--- src/rtl/mmio_pkg.sv ---
// Shared constants for the data-memory MMIO decoder: register offsets,
// STATUS bit positions and fixed read values.
package mmio_pkg;

  localparam logic [31:0] OFS_STATUS   = 32'd0;
  localparam logic [31:0] OFS_RNG      = 32'd1;
  localparam logic [31:0] OFS_MIDI     = 32'd2;
  localparam logic [31:0] OFS_SEVENSEG = 32'd3;
  localparam logic [31:0] OFS_TIMER    = 32'd4;

  localparam int STATUS_OVF_BIT   = 31;
  localparam int STATUS_FULL_BIT  = 17;
  localparam int STATUS_EMPTY_BIT = 16;

  localparam logic [31:0] POISON_DEFAULT = 32'hfbadc0de;
  localparam logic [31:0] EMPTY_READ     = 32'h0000_0100;

endpackage

--- src/rtl/mmio_controller_midi_fifo.sv ---
// MIDI receive byte FIFO. A push into a full FIFO is accepted only when a pop
// happens in the same cycle; otherwise the caller sees it as an overflow.
module midi_fifo #(
  parameter int DEPTH = 16
) (
  input  logic                     clock,
  input  logic                     reset,
  input  logic                     push,
  input  logic                     pop,
  input  logic [7:0]               din,
  output logic [7:0]               head,
  output logic                     full,
  output logic                     empty,
  output logic [$clog2(DEPTH):0]   count
);

  localparam int PW = $clog2(DEPTH);
  localparam int CW = PW + 1;
  localparam logic [CW-1:0] FULL_COUNT = CW'(DEPTH);

  logic [7:0]    mem [DEPTH];
  logic [PW-1:0] wr_ptr;
  logic [PW-1:0] rd_ptr;
  logic          push_en;
  logic          pop_en;

  assign full    = (count == FULL_COUNT);
  assign empty   = (count == '0);
  assign head    = mem[rd_ptr];
  assign push_en = push & (~full | pop);
  assign pop_en  = pop & ~empty;

  // Storage carries no reset; only the pointers define what is valid.
  always_ff @(posedge clock) begin
    if (push_en) mem[wr_ptr] <= din;
  end

  always_ff @(posedge clock) begin
    if (reset) begin
      wr_ptr <= '0;
      rd_ptr <= '0;
      count  <= '0;
    end else begin
      if (push_en) wr_ptr <= wr_ptr + 1'b1;
      if (pop_en)  rd_ptr <= rd_ptr + 1'b1;
      case ({push_en, pop_en})
        2'b10:   count <= count + 1'b1;
        2'b01:   count <= count - 1'b1;
        default: count <= count;
      endcase
    end
  end

endmodule

--- src/rtl/mmio_controller.sv ---
// Data-memory address decoder for RAM and MMIO devices (STATUS, RNG, MIDI,
// SEVENSEG). Define MMIO_TIMER_EN to add a free-running cycle timer at +4.
module mmio_controller
  import mmio_pkg::*;
#(
  parameter logic [31:0] MMIO_BASE  = 32'h2000,
  parameter int          FIFO_DEPTH = 16,
  parameter logic [31:0] POISON     = POISON_DEFAULT
) (
  input  logic        clock,
  input  logic        reset,
  input  logic        mem_ren,
  input  logic        wren,
  input  logic [31:0] address_dmem,
  input  logic [31:0] data,
  output logic [31:0] q_dmem,
  input  logic [31:0] ram_dout,
  output logic        ram_wen,
  input  logic [31:0] rng_data,
  output logic        rng_next,
  input  logic [7:0]  midi_byte,
  input  logic        midi_valid,
  output logic        sevenseg_writeEnable,
  output logic [31:0] sevenseg_data
);

  localparam int CW = $clog2(FIFO_DEPTH) + 1;

  logic          is_mmio;
  logic [31:0]   offset;
  logic          rd_req;
  logic          mmio_rd;
  logic          mmio_wr;
  logic          sel_q;
  logic [31:0]   mmio_q;
  logic [31:0]   mmio_rdata;
  logic [31:0]   status_word;
  logic          ovf;
  logic          ovf_set;
  logic          fifo_push;
  logic          fifo_pop;
  logic [7:0]    fifo_head;
  logic          fifo_full;
  logic          fifo_empty;
  logic [CW-1:0] fifo_count;

  // A cycle with both mem_ren and wren is a write: it never pops, advances
  // the RNG or selects MMIO read data.
  assign is_mmio  = (address_dmem >= MMIO_BASE);
  assign offset   = address_dmem - MMIO_BASE;
  assign rd_req   = mem_ren & ~wren;
  assign mmio_rd  = rd_req & is_mmio;
  assign mmio_wr  = wren & is_mmio;
  assign ram_wen  = wren & ~is_mmio;
  assign rng_next = mmio_rd & (offset == OFS_RNG);

  // midi_valid is a one-cycle strobe with no ready: a byte arriving at a full
  // FIFO without a pop in the same cycle is dropped and latched in ovf.
  assign fifo_push = midi_valid & ~reset;
  assign fifo_pop  = mmio_rd & (offset == OFS_MIDI) & ~fifo_empty;
  assign ovf_set   = fifo_push & fifo_full & ~fifo_pop;

  midi_fifo #(.DEPTH(FIFO_DEPTH)) u_fifo (
    .clock (clock),
    .reset (reset),
    .push  (fifo_push),
    .pop   (fifo_pop),
    .din   (midi_byte),
    .head  (fifo_head),
    .full  (fifo_full),
    .empty (fifo_empty),
    .count (fifo_count)
  );

  always_comb begin
    status_word                   = '0;
    status_word[15:0]             = 16'(fifo_count);
    status_word[STATUS_EMPTY_BIT] = fifo_empty;
    status_word[STATUS_FULL_BIT]  = fifo_full;
    status_word[STATUS_OVF_BIT]   = ovf;
  end

`ifdef MMIO_TIMER_EN
  logic [31:0] timer;

  always_ff @(posedge clock) begin
    if (reset)                                timer <= '0;
    else if (mmio_wr && offset == OFS_TIMER)  timer <= '0;
    else                                      timer <= timer + 32'd1;
  end
`endif

  always_comb begin
    mmio_rdata = POISON;
    case (offset)
      OFS_STATUS: mmio_rdata = status_word;
      OFS_RNG:    mmio_rdata = rng_data;
      OFS_MIDI:   mmio_rdata = fifo_empty ? EMPTY_READ : {23'b0, 1'b0, fifo_head};
`ifdef MMIO_TIMER_EN
      OFS_TIMER:  mmio_rdata = timer;
`endif
      default:    mmio_rdata = POISON;
    endcase
  end

  // A STATUS read clears ovf unless a new overflow lands in the same cycle.
  always_ff @(posedge clock) begin
    if (reset) begin
      ovf                  <= 1'b0;
      sel_q                <= 1'b0;
      mmio_q               <= '0;
      sevenseg_data        <= '0;
      sevenseg_writeEnable <= 1'b0;
    end else begin
      if (ovf_set)                                ovf <= 1'b1;
      else if (mmio_rd && offset == OFS_STATUS)   ovf <= 1'b0;
      sel_q <= mmio_rd;
      if (mmio_rd) mmio_q <= mmio_rdata;
      sevenseg_writeEnable <= mmio_wr && (offset == OFS_SEVENSEG);
      if (mmio_wr && offset == OFS_SEVENSEG) sevenseg_data <= data;
    end
  end

  assign q_dmem = sel_q ? mmio_q : ram_dout;

endmodule

--- config.mk ---
export PLATFORM = sky130hd
export DESIGN_NAME = mmio_controller
export DESIGN_NICKNAME = d
export VERILOG_FILES = /design/src/rtl/mmio_pkg.sv /design/src/rtl/mmio_controller_midi_fifo.sv /design/src/rtl/mmio_controller.sv
export SDC_FILE = /design/constraint.sdc
export NUM_CORES = 1
export LEC_CHECK = 0
export CELL_PAD_IN_SITES_DETAIL_PLACEMENT = 0
export CELL_PAD_IN_SITES_GLOBAL_PLACEMENT = 1
export CORE_UTILIZATION = 38
export CTS_BUF_LIST = sky130_fd_sc_hd__clkbuf_8
export DETAILED_ROUTE_END_ITERATION = 10
export HOLD_SLACK_MARGIN = 0.15
export PLACE_DENSITY_LB_ADDON = 0.1
export SLEW_MARGIN = 20
export SYNTH_ARGS = -nofsm -noshare
export SYNTH_HDL_FRONTEND = slang
export SYNTH_HIERARCHICAL = 1
export SYNTH_SLANG_ARGS = --single-unit
--- constraint.sdc ---
create_clock -name clock -period 4.3 [get_ports clock]
set_input_delay 0.43 -clock clock [delete_from_list [all_inputs] [get_ports clock]]
set_output_delay 0.43 -clock clock [all_outputs]
set_load 0.01 [all_outputs]
; ---- After elaboration in Yosys (flattened, before gate mapping)
; Memories as Yosys holds them, arrays and structs flattened. A register that Yosys moved wholly into a read port is not among the register bits.
; Cells that the tools add are included.
[totals]
register_bits = 80
ram_bits = 128
input_bits = 141
output_inout_bits = 67
elab_cells = 56
mem_count = 1
[memory_table]
columns = memory, words, width, rd, rd_ports_with_merged_regs, wr, line
row1 = u_fifo.mem, 16, 8, 1, 1, 1, mmio_controller_midi_fifo.sv:21  ; logic [7:0] mem [DEPTH];
[op_classes]
n_addsub = 5
order_cmp = 1
eq_ne = 6
n_mux = 10
n_bitwise = 19
reduce_logical = 6
[op_table]
columns = op, count
row1 = $pmux W32 S3, 1
row2 = $eq A32 B2 Y1 const B, 2
row3 = $eq A32 B1 Y1 const B, 1
row4 = $ge A32 B14 Y1 const B, 1
row5 = $logic_not A32 Y1, 1
row6 = $mux W32, 1
row7 = $sub A32 B14 Y32 const B, 1
row8 = $and A1 B1 Y1, 12
row9 = $pmux W5 S2, 1
row10 = $mux W9, 1
row11 = $add A4 B1 Y4 const B, 2
row12 = $mux W4, 2
row13 = $not A1 Y1, 6
row14 = $add A5 B1 Y5 const B, 1
row15 = $eq A5 B5 Y1 const B, 1
row16 = $logic_not A5 Y1, 1
row17 = $sub A5 B1 Y5 const B, 1
row18 = $mux W1, 4
row19 = $reduce_bool A2 Y1, 2
row20 = $eq A2 B1 Y1 const B, 1
row21 = $eq A2 B2 Y1 const B, 1
row22 = $logic_and A1 B1 Y1, 2
row23 = $or A1 B1 Y1, 1

; ---- Longest topological paths before layout
; Gate-level depths: netlist of the first run.
[logic_depth]
word_depth = 9
ltp_mapped = 20
mapped_depth_nobuf = 17

; ---- By module
; The synthesis of the first run kept the hierarchy.
[by_module_without_submodules]
columns = module, instances, cells_each, area_each_um2, seq_area_each_um2
row1 = midi_fifo, 1, 319, 5811.8, 4184.0
row2 = mmio_controller, 1, 433, 3634.7, 1341.3

; ---- Least setup slack after synthesis of the first run
; OpenSTA, ideal clock, no wires.
[synth_timing]
path_kind = input to register
from = input address_dmem[13]
to = register u_fifo.count[4]
setup_time_ps = 63
arrival_ps = 4629
path_slack_ps = -392
cell_stages = 20
n_path_buf = 3
path_cell_list = buf_6 inv_1 ha_1 o21bai_1 a211o_1 a311oi_1 or4b_4 buf_6 nor2b_1 and4_1 o21ai_0 inv_1 ha_1 clkbuf_1 xor2_1 ha_1 a21oi_1 a221oi_1 or4b_1 nand3_1
[synth_lines]
columns = item, line
row1 = from (decl), mmio_controller.sv:14  ; input logic [31:0] address_dmem,
row2 = $sub A32 B14 Y32 / $ge A32 B14 Y1 (equally long branches), "mmio_controller.sv:50, mmio_controller.sv:49"
row3 = $eq A32 B2 Y1 / $and A1 B1 Y1 (equally long branches), "mmio_controller.sv:60, mmio_controller.sv:52"
row4 = $and A1 B1 Y1 (*) (2 in series), mmio_controller.sv:60  ; assign fifo_pop = mmio_rd & (offset == OFS_MIDI) & ~fifo_empty;
row5 = via fifo_pop, mmio_controller.sv:41  ; logic fifo_pop;
row6 = $and A1 B1 Y1 (*), mmio_controller_midi_fifo.sv:31  ; assign pop_en = pop & ~empty;
row7 = via u_fifo.pop_en, mmio_controller_midi_fifo.sv:25  ; logic pop_en;
row8 = $eq A2 B1 Y1 / $eq A2 B2 Y1 (equally long branches), mmio_controller_midi_fifo.sv:46  ; case ({push_en, pop_en})
row9 = $pmux W5 S2 / $reduce_bool A2 Y1 (equally long branches), --
row10 = to (signal assigned), mmio_controller_midi_fifo.sv:47  ; 2'b10: count <= count + 1'b1;
row11 = to (signal assigned), mmio_controller_midi_fifo.sv:48  ; 2'b01: count <= count - 1'b1;
row12 = to (signal assigned), mmio_controller_midi_fifo.sv:49  ; default: count <= count;
row13 = to (decl), mmio_controller_midi_fifo.sv:14  ; output logic [$clog2(DEPTH):0] count
; The timed path passes the listed nets; every way through them passes the cells marked *.
; A chain may end at the register's enable or synchronous reset.

; ---- Final worst setup path of the first run
[layout_timing]
from = input address_dmem[13]
to = output rng_next
[layout_between]
elab_chain_cells = 3
[layout_rtl]
columns = item, line
row1 = $sub A32 B14 Y32 / $ge A32 B14 Y1 (equally long branches), "mmio_controller.sv:50, mmio_controller.sv:49"
row2 = $eq A32 B1 Y1 / $and A1 B1 Y1 (equally long branches), "mmio_controller.sv:55, mmio_controller.sv:52"
row3 = $and A1 B1 Y1 (*), mmio_controller.sv:55  ; assign rng_next = mmio_rd & (offset == OFS_RNG);
row4 = to (decl), mmio_controller.sv:20  ; output logic rng_next,
; Every way passes the cells marked *; elsewhere a longest branch is shown, timed or not.

==> results of run 1 <==
## registers in the layout (all words and copies together) (netlist names), named ones only
signal,cells
mmio_q,32
ovf,1
sel_q,1
sevenseg_data,32
sevenseg_writeEnable,1
u_fifo/count,5
u_fifo/mem,128
u_fifo/rd_ptr,4
u_fifo/wr_ptr,4
## power by group through the flow
stage	registers [uW]	logic (uW)	clock network, uW
floorplan	2220	161	0
global placement	2230	408	0
detailed placement	2230	412	0
CTS	2190	416	1710
global route	2190	448	1800
finish	2190	417	1660
## per-stage QoR
stage	setup slack, ns	std cells	hold slack [ns]
after global routing	-0.0456	1356	0.453
after global placement	-0.486	1288	0.442
after CTS	-0.00396	1354	0.365
after detailed placement	-0.658	1288	0.452
after floorplan	0.00524	752	0.428
final	0.0658	1356	0.409
## critical path, delay by kind of cell
| kind | cells | cell delay (ns) |
|---|---|---|
| buffers and inverters | 4 | 1.45 |
| adder cells (fa/ha/maj) | 1 | 0.19 |
| AO/OA/AOI/OAI | 3 | 0.84 |
| AND/OR/NAND/NOR | 3 | 0.89 |
## repair_timing
action                     CTS  global route
setup endpoints to repair    2             3
pin swaps                    2             3
buffers inserted             0             0
gates resized for setup      1             6
## area by class of cell
class	instances	area, sq um
Antenna cell	2	5.00
Clock inverter	29	155
Multi-Input combinational cell	466	3700
Tap cell	324	405
Fill cell	2140	11200
Clock buffer	37	509
Sequential cell	212	5530
Timing Repair Buffer	274	2770
Inverter	12	45.0
## routing by layer
metal  part of all wire, %  wire, um  GRT usage [%]
met3                   5.4      1500           4.39
met4                   2.3       634           7.56
met1                    45     12700           29.7
met2                    47     13200           35.5
met5                     0         0              0
## synthesized netlist by cell type (5+ instances only)
library cell	instances
sky130_fd_sc_hd__edfxtp_1	128
sky130_fd_sc_hd__dfxtp_1	84
sky130_fd_sc_hd__o21ai_0	55
sky130_fd_sc_hd__a21oi_1	52
sky130_fd_sc_hd__clkbuf_1	45
sky130_fd_sc_hd__nand2_1	42
sky130_fd_sc_hd__nand4_1	39
sky130_fd_sc_hd__mux2_2	36
sky130_fd_sc_hd__mux4_2	32
sky130_fd_sc_hd__nor2_1	23
sky130_fd_sc_hd__o21bai_1	20
sky130_fd_sc_hd__a31oi_1	18
sky130_fd_sc_hd__and2_1	18
sky130_fd_sc_hd__a22oi_1	16
sky130_fd_sc_hd__inv_1	12
sky130_fd_sc_hd__or4b_1	11
sky130_fd_sc_hd__ha_1	10
sky130_fd_sc_hd__buf_1	8
sky130_fd_sc_hd__nor3_1	7
sky130_fd_sc_hd__buf_2	6
sky130_fd_sc_hd__a211oi_1	5
sky130_fd_sc_hd__mux2i_1	5
sky130_fd_sc_hd__nand3_1	5
sky130_fd_sc_hd__nor2b_1	5
sky130_fd_sc_hd__nor4_1	5
sky130_fd_sc_hd__xnor2_1	5
sky130_fd_sc_hd__xor2_1	5
## cells by family (layout without fill, tap and decap cells)
kind of cell / Yosys count / in the layout / share of synthesized area (%)
AO/OA/AOI/OAI: 189 / 189 / 12.3
XOR/XNOR: 10 / 10 / 0.927
adder cells (fa/ha/maj): 10 / 10 / 1.32
buffers and inverters: 74 / 352 / 3.19
flip-flops: 212 / 212 / 58.5
multiplexers: 73 / 73 / 12.5
other: 0 / 2 / 0
AND/OR/NAND/NOR: 184 / 184 / 11.4
## path summary, 6_finish.rpt
path	start	to	slack (ns)
worst min register to register	mmio_q[5]$_SDFFE_PP0N_	mmio_q[5]$_SDFFE_PP0N_	0.46
worst max register to register	u_fifo/count[1]$_SDFFE_PP0P_	u_fifo/count[4]$_SDFFE_PP0P_	0.53
worst min-delay path	reset	u_fifo/wr_ptr[2]$_SDFFE_PP0P_	0.41
worst max-delay path	address_dmem[13]	rng_next	0.07
==> results.yml, run 1 <==
status:
  outcome: "finished clean"
cells_and_area:
  fraction_of_layout_instances_using_a_drive_strength_above_1_pct: 19.7
  layout.cells.most_common: "sky130_fd_sc_hd__clkdlybuf4s50_1"
  final_cell_area_sq_um: 13100
  layout_area_growth_over_synthesis_pct: 38.8
  nets: 1154
  final_util_pct: 53.9
  most-common-layout-cells: "sky130_fd_sc_hd__clkdlybuf4s50_1, sky130_fd_sc_hd__edfxtp_1, sky130_fd_sc_hd__dfxtp_1"
timing:
  timing.fmax_mhz: 236
  setup_total_negative_slack_ns: 0
  layout_min_cycle_time_ns: 4.23
  setup-violations-final: 0
  worst-slew-pin-transition_ns: 0.925
  hold_viol_final: 0
  worst_clock_skew_ns: 0.0355
  fin_crit_sh_pct: 98.5
  setup_repair_after_global_routing_missed_its_margin: "true"
  report.final.slew_viol_count: 0
  relative_slew_margins_pct: 38.3
power:
  cellInternalPower_uw: 3230
  power.combinational.fraction_pct: 9.8
  power.density_cell_area_nw_per_um2: 325
  power_switching_uw: 1040
  power_uw: 4270
  power.share.switching_pct: 24.3
  power_frac_clock_pct: 38.9
  power.static_leakage_uw: 0.00450
  sequentialPowerShare_pct: 51.3
  vdd_drop_max_mv: 0.282
flow_run:
  cap_violations: 0
setup_path:
  slowest_delay_ns: 0.59
  worst_path_most_repeated_cell: "sky130_fd_sc_hd__clkdlybuf4s50_1"
  critPathRequiredTime_ns: 3.87
  critPathCaptureType: "output port"
  crit_chain: "clkdlybuf4s50_1 -> inv_1 -> ha_2 -> o21bai_1 -> a211o_1 -> a311oi_2 -> or4b_4 -> nor2b_4 -> buf_4 -> and3_1 -> clkdlybuf4s50_1"
  standard_cell_with_the_maximum_stage_delay_on_the_critical_path: "sky130_fd_sc_hd__clkdlybuf4s50_1"
  worst-path-max-fanout: 22
  startpoint_class_of_the_critical_path: "input pin"
  crit_arrival_ns: 3.80
  crit_type: "in2out"
  timing.reg2reg.worst_path_depth: 12
yosys:
  synth_warnings: 6
  asr_flop_ratio_synth_pct: 0
  synth_edf_count: 128
  synth_top_area_share_pct: 40.7
  avg_cell_area_syn_sq_um: 12.6
  cell_type_contributing_the_most_total_cell_area_after_synthesis: "sky130_fd_sc_hd__edfxtp_1"
  dominantRegCellSynth: "sky130_fd_sc_hd__edfxtp_1"
  synthTopCellsByArea: "sky130_fd_sc_hd__edfxtp_1, sky130_fd_sc_hd__dfxtp_1, sky130_fd_sc_hd__mux4_2"
  synth_sequential_area_ratio_pct: 58.5
  syn-num-nets: 903
  synth_cells: 752
  synth_seq_cells: 212
  netlist_area_sq_um: 9450
  synth.distinct_cells: 60
worst_hold_path:
  min_path_type: "in2reg"
  hold_path_depth: 5
floorplanning:
  die_h_um: 160
  die_width_um: 160
  boundaryPins: 208
  initial_core_util_pct: 38.8
  dieArea_sq_um: 25500
  floorplan.core_area_sq_um: 24300
  placement_rows: 57
global_routing:
  grt_first_pass_wirelength_um: 43400
  grtUsageTotal_pct: 22.0
  globalRoute.totalOverflow: 0
  grt_pass1_vias: 7321
  grt_max_degree: 89
  antenna_found_initial: 2
placed_design:
  final_estimated_routing_congestion_in_global_placement: 0.857
  dp.final_hpwl_um: 19600
  dpl-instance-area_sq_um: 12400
  io_buffers: 207
clock_network:
  cts_tree: "done"
  clock_path_buffers: 3
  clock-sinks: 212
  cts_buffers: 37
  htree_levels: 2
  clk_latency_ns: 0.56
  clk_root_buffer_cell: "sky130_fd_sc_hd__clkbuf_8"
  clk_pin_slew_worst_paths_ns: 0.06
  cts-hold-fix-buffers: 0
route:
  dr_total_vias: 7255
  dr.first_iter.drc_count: 422
  firstDrtPassIters: 5
  detail_route.wl_per_cell_um: 20.7
  post_detailed_route_drc_marker_count: 0
  drt_wl_total_um: 28000
  drtAntennaViolNets: 0
  routed_vias_inst: 5.35
Power figures use the tool's default switching activity.
==> run 2: changes to the inputs <==
REMOVE_ABC_BUFFERS = 1   (was default)
==> run 2 against run 1 <==
  * First-iteration DRC count up 6.2%
  * Sequential power about the same
  * Non-clock buffer count down 3
  * Clock skew down 0.0054 ns
  * Worst setup slack better by 0.042 ns
  * Register-to-register slack better by 0.12 ns
  * Combinational power down 3%
  * Wire length down 4.0%
  * Utilization down 0.14 points
  * Final cell count down 0.29%
  * Via count down 0.54%
  * Flip-flop and latch count unchanged
  * Critical endpoint is now u_fifo/count[4]$_SDFFE_PP0P_
  * Largest cell class unchanged
==> results.yml, run 2 (synthesized netlist as in run 1, its figures left out) <==
setup_path:
  critical_path_buf_inv_count: 3
  critPathRequiredTime_ns: 4.74
  critical-path-top-delay-family: "simple AND/OR/NAND/NOR gates"
  crit_arrival_ns: 4.64
  crit_type: "in2reg"
  startpoint_class_of_the_critical_path: "input pin"
  worst-path-max-fanout: 7
  crit_chain: "clkdlybuf4s50_1 -> buf_4 -> or4b_1 -> a211oi_1 -> nor2_1 -> or4b_4 -> nor2b_2 -> and4_1 -> buf_4 -> o31ai_4 -> ha_2 -> xor2_1 -> ha_1 -> o21ai_0 -> o22ai_1 -> or4b_1 -> nand3_1"
  standard_cell_with_the_maximum_stage_delay_on_the_critical_path: "sky130_fd_sc_hd__or4b_4"
  slowest_delay_ns: 0.56
  critPathCaptureType: "register"
global_routing:
  grtUsageTotal_pct: 21.3
  grt_first_pass_wirelength_um: 42500
  grt_max_degree: 89
  grt_pass1_vias: 7373
  antenna_found_initial: 0
  globalRoute.totalOverflow: 0
clock_network:
  cts_buffers: 38
  clk_root_buffer_cell: "sky130_fd_sc_hd__clkbuf_8"
  clock-sinks: 212
  clock_path_buffers: 3
  clk_pin_slew_worst_paths_ns: 0.05
  htree_levels: 2
  cts_tree: "done"
  cts-hold-fix-buffers: 0
  clk_latency_ns: 0.53
cells_and_area:
  fraction_of_layout_instances_using_a_drive_strength_above_1_pct: 18.7
  layout.cells.most_common: "sky130_fd_sc_hd__clkdlybuf4s50_1"
  flip_flop_count_of_the_largest_register_all_copies_and_words_added: 128
  layout_area_growth_over_synthesis_pct: 38.5
  layout_top_registers: "u_fifo/mem: 128 flops, mmio_q: 32 flops, sevenseg_data: 32 flops"
  nets: 1152
  max_flop_register: "u_fifo/mem"
  most-common-layout-cells: "sky130_fd_sc_hd__clkdlybuf4s50_1, sky130_fd_sc_hd__edfxtp_1, sky130_fd_sc_hd__dfxtp_1"
  final_cell_area_sq_um: 13100
  finalNonFillerCells: 1352
  antenna-diode-count: 0
placed_design:
  dpl-instance-area_sq_um: 12400
  dp.cells: 1284
  dp.final_hpwl_um: 18700
  io_buffers: 207
  final_estimated_routing_congestion_in_global_placement: 0.885
worst_hold_path:
  min_path_type: "in2reg"
floorplanning:
  die_h_um: 160
  dieArea_sq_um: 25500
  placement_rows: 57
  floorplan.core_area_sq_um: 24300
  boundaryPins: 208
  die_width_um: 160
  initial_core_util_pct: 38.8
power:
  power.density_cell_area_nw_per_um2: 331
  power.static_leakage_uw: 0.00449
  vdd_drop_max_mv: 0.262
route:
  firstDrtPassIters: 4
  dr_total_vias: 7216
  post_detailed_route_drc_marker_count: 0
  routed_vias_inst: 5.34
  drt_wl_total_um: 26900
  detail_route.wl_per_cell_um: 19.9
  drtAntennaViolNets: 0
  dr.first_iter.drc_count: 448
timing:
  setup_total_negative_slack_ns: 0
  setup-violations-final: 0
  relative_slew_margins_pct: 40.1
  layout_min_cycle_time_ns: 4.19
  fin_crit_sh_pct: 97.5
  report.final.slew_viol_count: 0
  worst-slew-pin-transition_ns: 0.899
  setup_repair_after_global_routing_missed_its_margin: "false"
  worst_clock_skew_ns: 0.0301
  hold_viol_final: 0
  timing.fmax_mhz: 239
status:
  outcome: "finished clean"
flow_run:
  cap_violations: 0
## run 2: changes by cell type in the layout (fill, tap and decap cells not counted), moves of 2 or more
cell and delta:
sky130_fd_sc_hd__clkbuf_8 +3, sky130_fd_sc_hd__diode_2 -2, sky130_fd_sc_hd__clkinv_8 -2, sky130_fd_sc_hd__clkinv_2 -6, sky130_fd_sc_hd__buf_4 -3, sky130_fd_sc_hd__clkinv_1 +4
## run 2: final timing paths
check	start	end	slack (ns)	cells after the start
setup / recovery	address_dmem[14]	u_fifo/count[4]$_SDFFE_PP0P_	0.11	17
hold / removal	reset	u_fifo/wr_ptr[2]$_SDFFE_PP0P_	0.45	5
setup reg to reg	u_fifo/count[0]$_SDFFE_PP0P_	u_fifo/count[4]$_SDFFE_PP0P_	0.65	13
hold reg to reg	mmio_q[12]$_SDFFE_PP0N_	mmio_q[12]$_SDFFE_PP0N_	0.46	2
## run 2: repair_timing
item / CTS / global route
gates resized for setup: 0 / 4
buffers inserted: 0 / 1
endpoints found under the setup margin: 0 / 3
endpoints found under the hold margin: 0 / 0
## run 2: layout make-up
type | count | area (sq um)
Multi-Input combinational cell | 466 | 3660
Tap cell | 324 | 405
Fill cell | 2075 | 11200
Sequential cell | 212 | 5530
Clock inverter | 27 | 141
Timing Repair Buffer | 271 | 2750
Clock buffer | 40 | 551
Inverter | 12 | 45.0
## run 2: power by group
part           switching (uW)  internal, uW
sequential               17.6          2170
clock                     806           922
combinational             175           230
total                     999          3330
## run 2: per-stage QoR
step           hold WS (ns)  total power, uW  setup WS, ns  util (%)
2_1_floorplan         0.422             2360         -1.67         -
3_3_place_gp          0.449             2630        -0.384      50.8
3_5_place_dp          0.450             2640        -0.479      50.8
4_1_cts               0.433             4380        0.0378      53.7
5_1_grt               0.460             4510      0.000662      53.8
6_report              0.453             4330         0.107      53.8
## run 2: metal layers
layer	wire, um	global-route usage [%]	vias up
li1	-	-	3432
met5	0	0	-
met1	11800	27.9	3515
met2	12900	35.5	222
met3	1560	4.29	47
met4	595	6.21	0
## run 2: tightest hold or removal path: cells and delay by family
kind	cells	cell delay (ns)
xor gates and xnor gates	1	0.08
and+or+nand+nor	2	0.18
buffers and inverters	1	0.09
AOI/OAI and AO/OA	1	0.14
==> run 3: changes to the inputs <==
PLACE_DENSITY = 0.77   (was default)
PLACE_DENSITY_LB_ADDON = default   (was 0.1)
==> run 3 against run 2 <==
  * Final area fell by 0.11%
  * Sequential power barely moved
  * Sequential share of layout area about the same
  * Final cell count fell by 0.15%
  * Critical path depth decreased by 6
  * Worst hold slack worse by 0.030 ns
  * Register-to-register slack got worse by 0.06 ns
  * Clock power decreased by 4%
  * Largest power group unchanged
  * First-iteration DRC count rose by 9.2%
==> results.yml, run 3 (synthesized netlist as in run 1, its figures left out) <==
worst_hold_path:
  hp-start: "reset"
  min_path_type: "in2reg"
cells_and_area:
  layout_area_growth_over_synthesis_pct: 38.3
  fraction_of_layout_instances_using_a_drive_strength_above_1_pct: 19.6
  flip_flop_count_of_the_largest_register_all_copies_and_words_added: 128
  filler_cell_count: 2081
  final_util_pct: 53.7
  nets: 1155
  layout.cells.most_common: "sky130_fd_sc_hd__clkdlybuf4s50_1"
  multiInputGateArea_sq_um: 3680
  finalNonFillerCells: 1350
  antenna-diode-count: 0
  max_flop_register: "u_fifo/mem"
  layout_top_registers: "u_fifo/mem: 128 flops, mmio_q: 32 flops, sevenseg_data: 32 flops"
  most-common-layout-cells: "sky130_fd_sc_hd__clkdlybuf4s50_1, sky130_fd_sc_hd__edfxtp_1, sky130_fd_sc_hd__dfxtp_1"
  seq_area_sq_um: 5530
setup_path:
  crit_arrival_ns: 3.65
  slowest_delay_ns: 0.55
  critPathCaptureType: "output port"
  critical-path-top-delay-family: "buffers and inverters"
  crit-reg2reg-launch: "u_fifo/count[3]$_SDFFE_PP0P_"
  timing.reg2reg.worst_path_depth: 13
  rrSetupSlack_ns: 0.59
  worstReg2RegEnd: "u_fifo/count[4]$_SDFFE_PP0P_"
  worst_setup_path_startpoint: "address_dmem[13]"
  worst_path_most_repeated_cell: "sky130_fd_sc_hd__clkdlybuf4s50_1"
  capturing_element_of_the_worst_setup_path: "rng_next"
  startpoint_class_of_the_critical_path: "input pin"
  standard_cell_with_the_maximum_stage_delay_on_the_critical_path: "sky130_fd_sc_hd__clkdlybuf4s50_1"
  crit_chain: "clkdlybuf4s50_1 -> inv_1 -> ha_1 -> nor4b_1 -> nand4_1 -> a311oi_2 -> or4b_4 -> nor2b_2 -> buf_4 -> and3_1 -> clkdlybuf4s50_1"
  cp.depth: 11
  critPathRequiredTime_ns: 3.87
  critical_path_buf_inv_count: 4
  worst-path-max-fanout: 22
  crit_type: "in2out"
timing:
  setup_repair_after_global_routing_missed_its_margin: "false"
  layout_min_cycle_time_ns: 4.08
  relative_slew_margins_pct: 37.2
  worst-slew-pin-transition_ns: 0.942
  holdWs_ns: 0.423
  setup_total_negative_slack_ns: 0
  hold_viol_final: 0
  setup-violations-final: 0
  timing.fmax_mhz: 245
  report.final.slew_viol_count: 0
  worst_clock_skew_ns: 0.0383
  fin_crit_sh_pct: 94.9
power:
  power_uw: 4260
  power.static_leakage_uw: 0.00448
  vdd_drop_max_mv: 0.206
  power.density_cell_area_nw_per_um2: 326
floorplanning:
  die_width_um: 160
  boundaryPins: 208
  die_h_um: 160
  dieArea_sq_um: 25500
  initial_core_util_pct: 38.8
  floorplan.core_area_sq_um: 24300
  placement_rows: 57
route:
  routed_vias_inst: 5.44
  dr_total_vias: 7338
  post_detailed_route_drc_marker_count: 0
  detail_route.wl_per_cell_um: 20.4
  drt_wl_total_um: 27500
  dr.first_iter.drc_count: 489
  firstDrtPassIters: 5
  drtAntennaViolNets: 0
placed_design:
  dp.final_hpwl_um: 18700
  final_estimated_routing_congestion_in_global_placement: 0.813
  dp.cells: 1289
  io_buffers: 207
clock_network:
  cts_tree: "done"
  htree_levels: 2
  clk_root_buffer_cell: "sky130_fd_sc_hd__clkbuf_8"
  cts_buffers: 37
  clk_latency_ns: 0.55
  clk_pin_slew_worst_paths_ns: 0.06
  clock_path_buffers: 3
  clock-sinks: 212
  cts-hold-fix-buffers: 0
global_routing:
  grt_max_degree: 89
  globalRoute.totalOverflow: 0
  grt_pass1_vias: 7204
  grtUsageTotal_pct: 21.3
  grt_first_pass_wirelength_um: 41900
  antenna_found_initial: 0
status:
  outcome: "finished clean"
flow_run:
  cap_violations: 0
run 3: changes by cell type in the layout (fill, tap and decap cells not counted), moves of 2 or more:
cell and change:
sky130_fd_sc_hd__buf_12 -2, sky130_fd_sc_hd__clkbuf_8 -2, sky130_fd_sc_hd__buf_4 +6, sky130_fd_sc_hd__clkinv_1 -4
sky130_fd_sc_hd__inv_1 -4, sky130_fd_sc_hd__clkinv_8 +2, sky130_fd_sc_hd__clkinv_2 +3
run 3: worst register-to-register path: cells and delay by family (launching register included):
kind / cells / cell delay, ns
XOR/XNOR: 1 / 0.15
adder cells (fa/ha/maj): 2 / 0.45
flip-flops: 1 / 0.35
AO/OA/AOI/OAI: 3 / 0.53
buffers and inverters: 1 / 0.14
AND/OR/NAND/NOR: 6 / 2.03
run 3: power by group:
group / total [uW] / switching, uW / internal [uW]
combinational: 417 / 186 / 231
sequential: 2190 / 13.6 / 2170
clock: 1660 / 824 / 834
total: 4260 / 1020 / 3240
run 3: timing repair:
action	CTS	global route
gates resized for setup	2	8
pin swaps	0	1
gates cloned	0	0
setup endpoints to repair	1	3
setup buffers	0	0
run 3: how the worst min path moves through the flow:
| stage | end | slack [ns] | cells after the start |
|---|---|---|---|
| after detailed placement | mmio_q[9]$_SDFFE_PP0N_ | 0.45 | 2 |
| after floorplan | mmio_q[0]$_SDFFE_PP0N_ | 0.42 | 2 |
| after global placement | mmio_q[9]$_SDFFE_PP0N_ | 0.44 | 2 |
| after global routing | sevenseg_data[4]$_SDFFE_PP0P_ | 0.44 | 3 |
| after CTS | u_fifo/wr_ptr[2]$_SDFFE_PP0P_ | 0.41 | 5 |
| final | u_fifo/wr_ptr[2]$_SDFFE_PP0P_ | 0.42 | 5 |
run 3: through the flow:
step / setup WS (ns) / instance area, sq um
final: 0.219 / 13100
after detailed placement: -0.571 / 12400
after global placement: -0.545 / 12400
after global routing: 0.0375 / 13100
after CTS: 0.00869 / 13000
after floorplan: -1.67 / 9190
run 3: routing by layer:
metal,track usage (%),vias up,routed length (um)
met5,0,-,0
met4,8.57,0,877
met3,4.49,51,2000
met2,35.0,318,13200
met1,27.3,3539,11400
li1,-,3430,-
run 3: area by class of cell:
type / count / area share, %
Clock inverter: 23 / 1.02
Tap cell: 324 / 3.10
Multi-Input combinational cell: 466 / 28.2
Sequential cell: 212 / 42.3
Timing Repair Buffer: 275 / 21.1
Inverter: 12 / 0.345
Clock buffer: 38 / 4.00
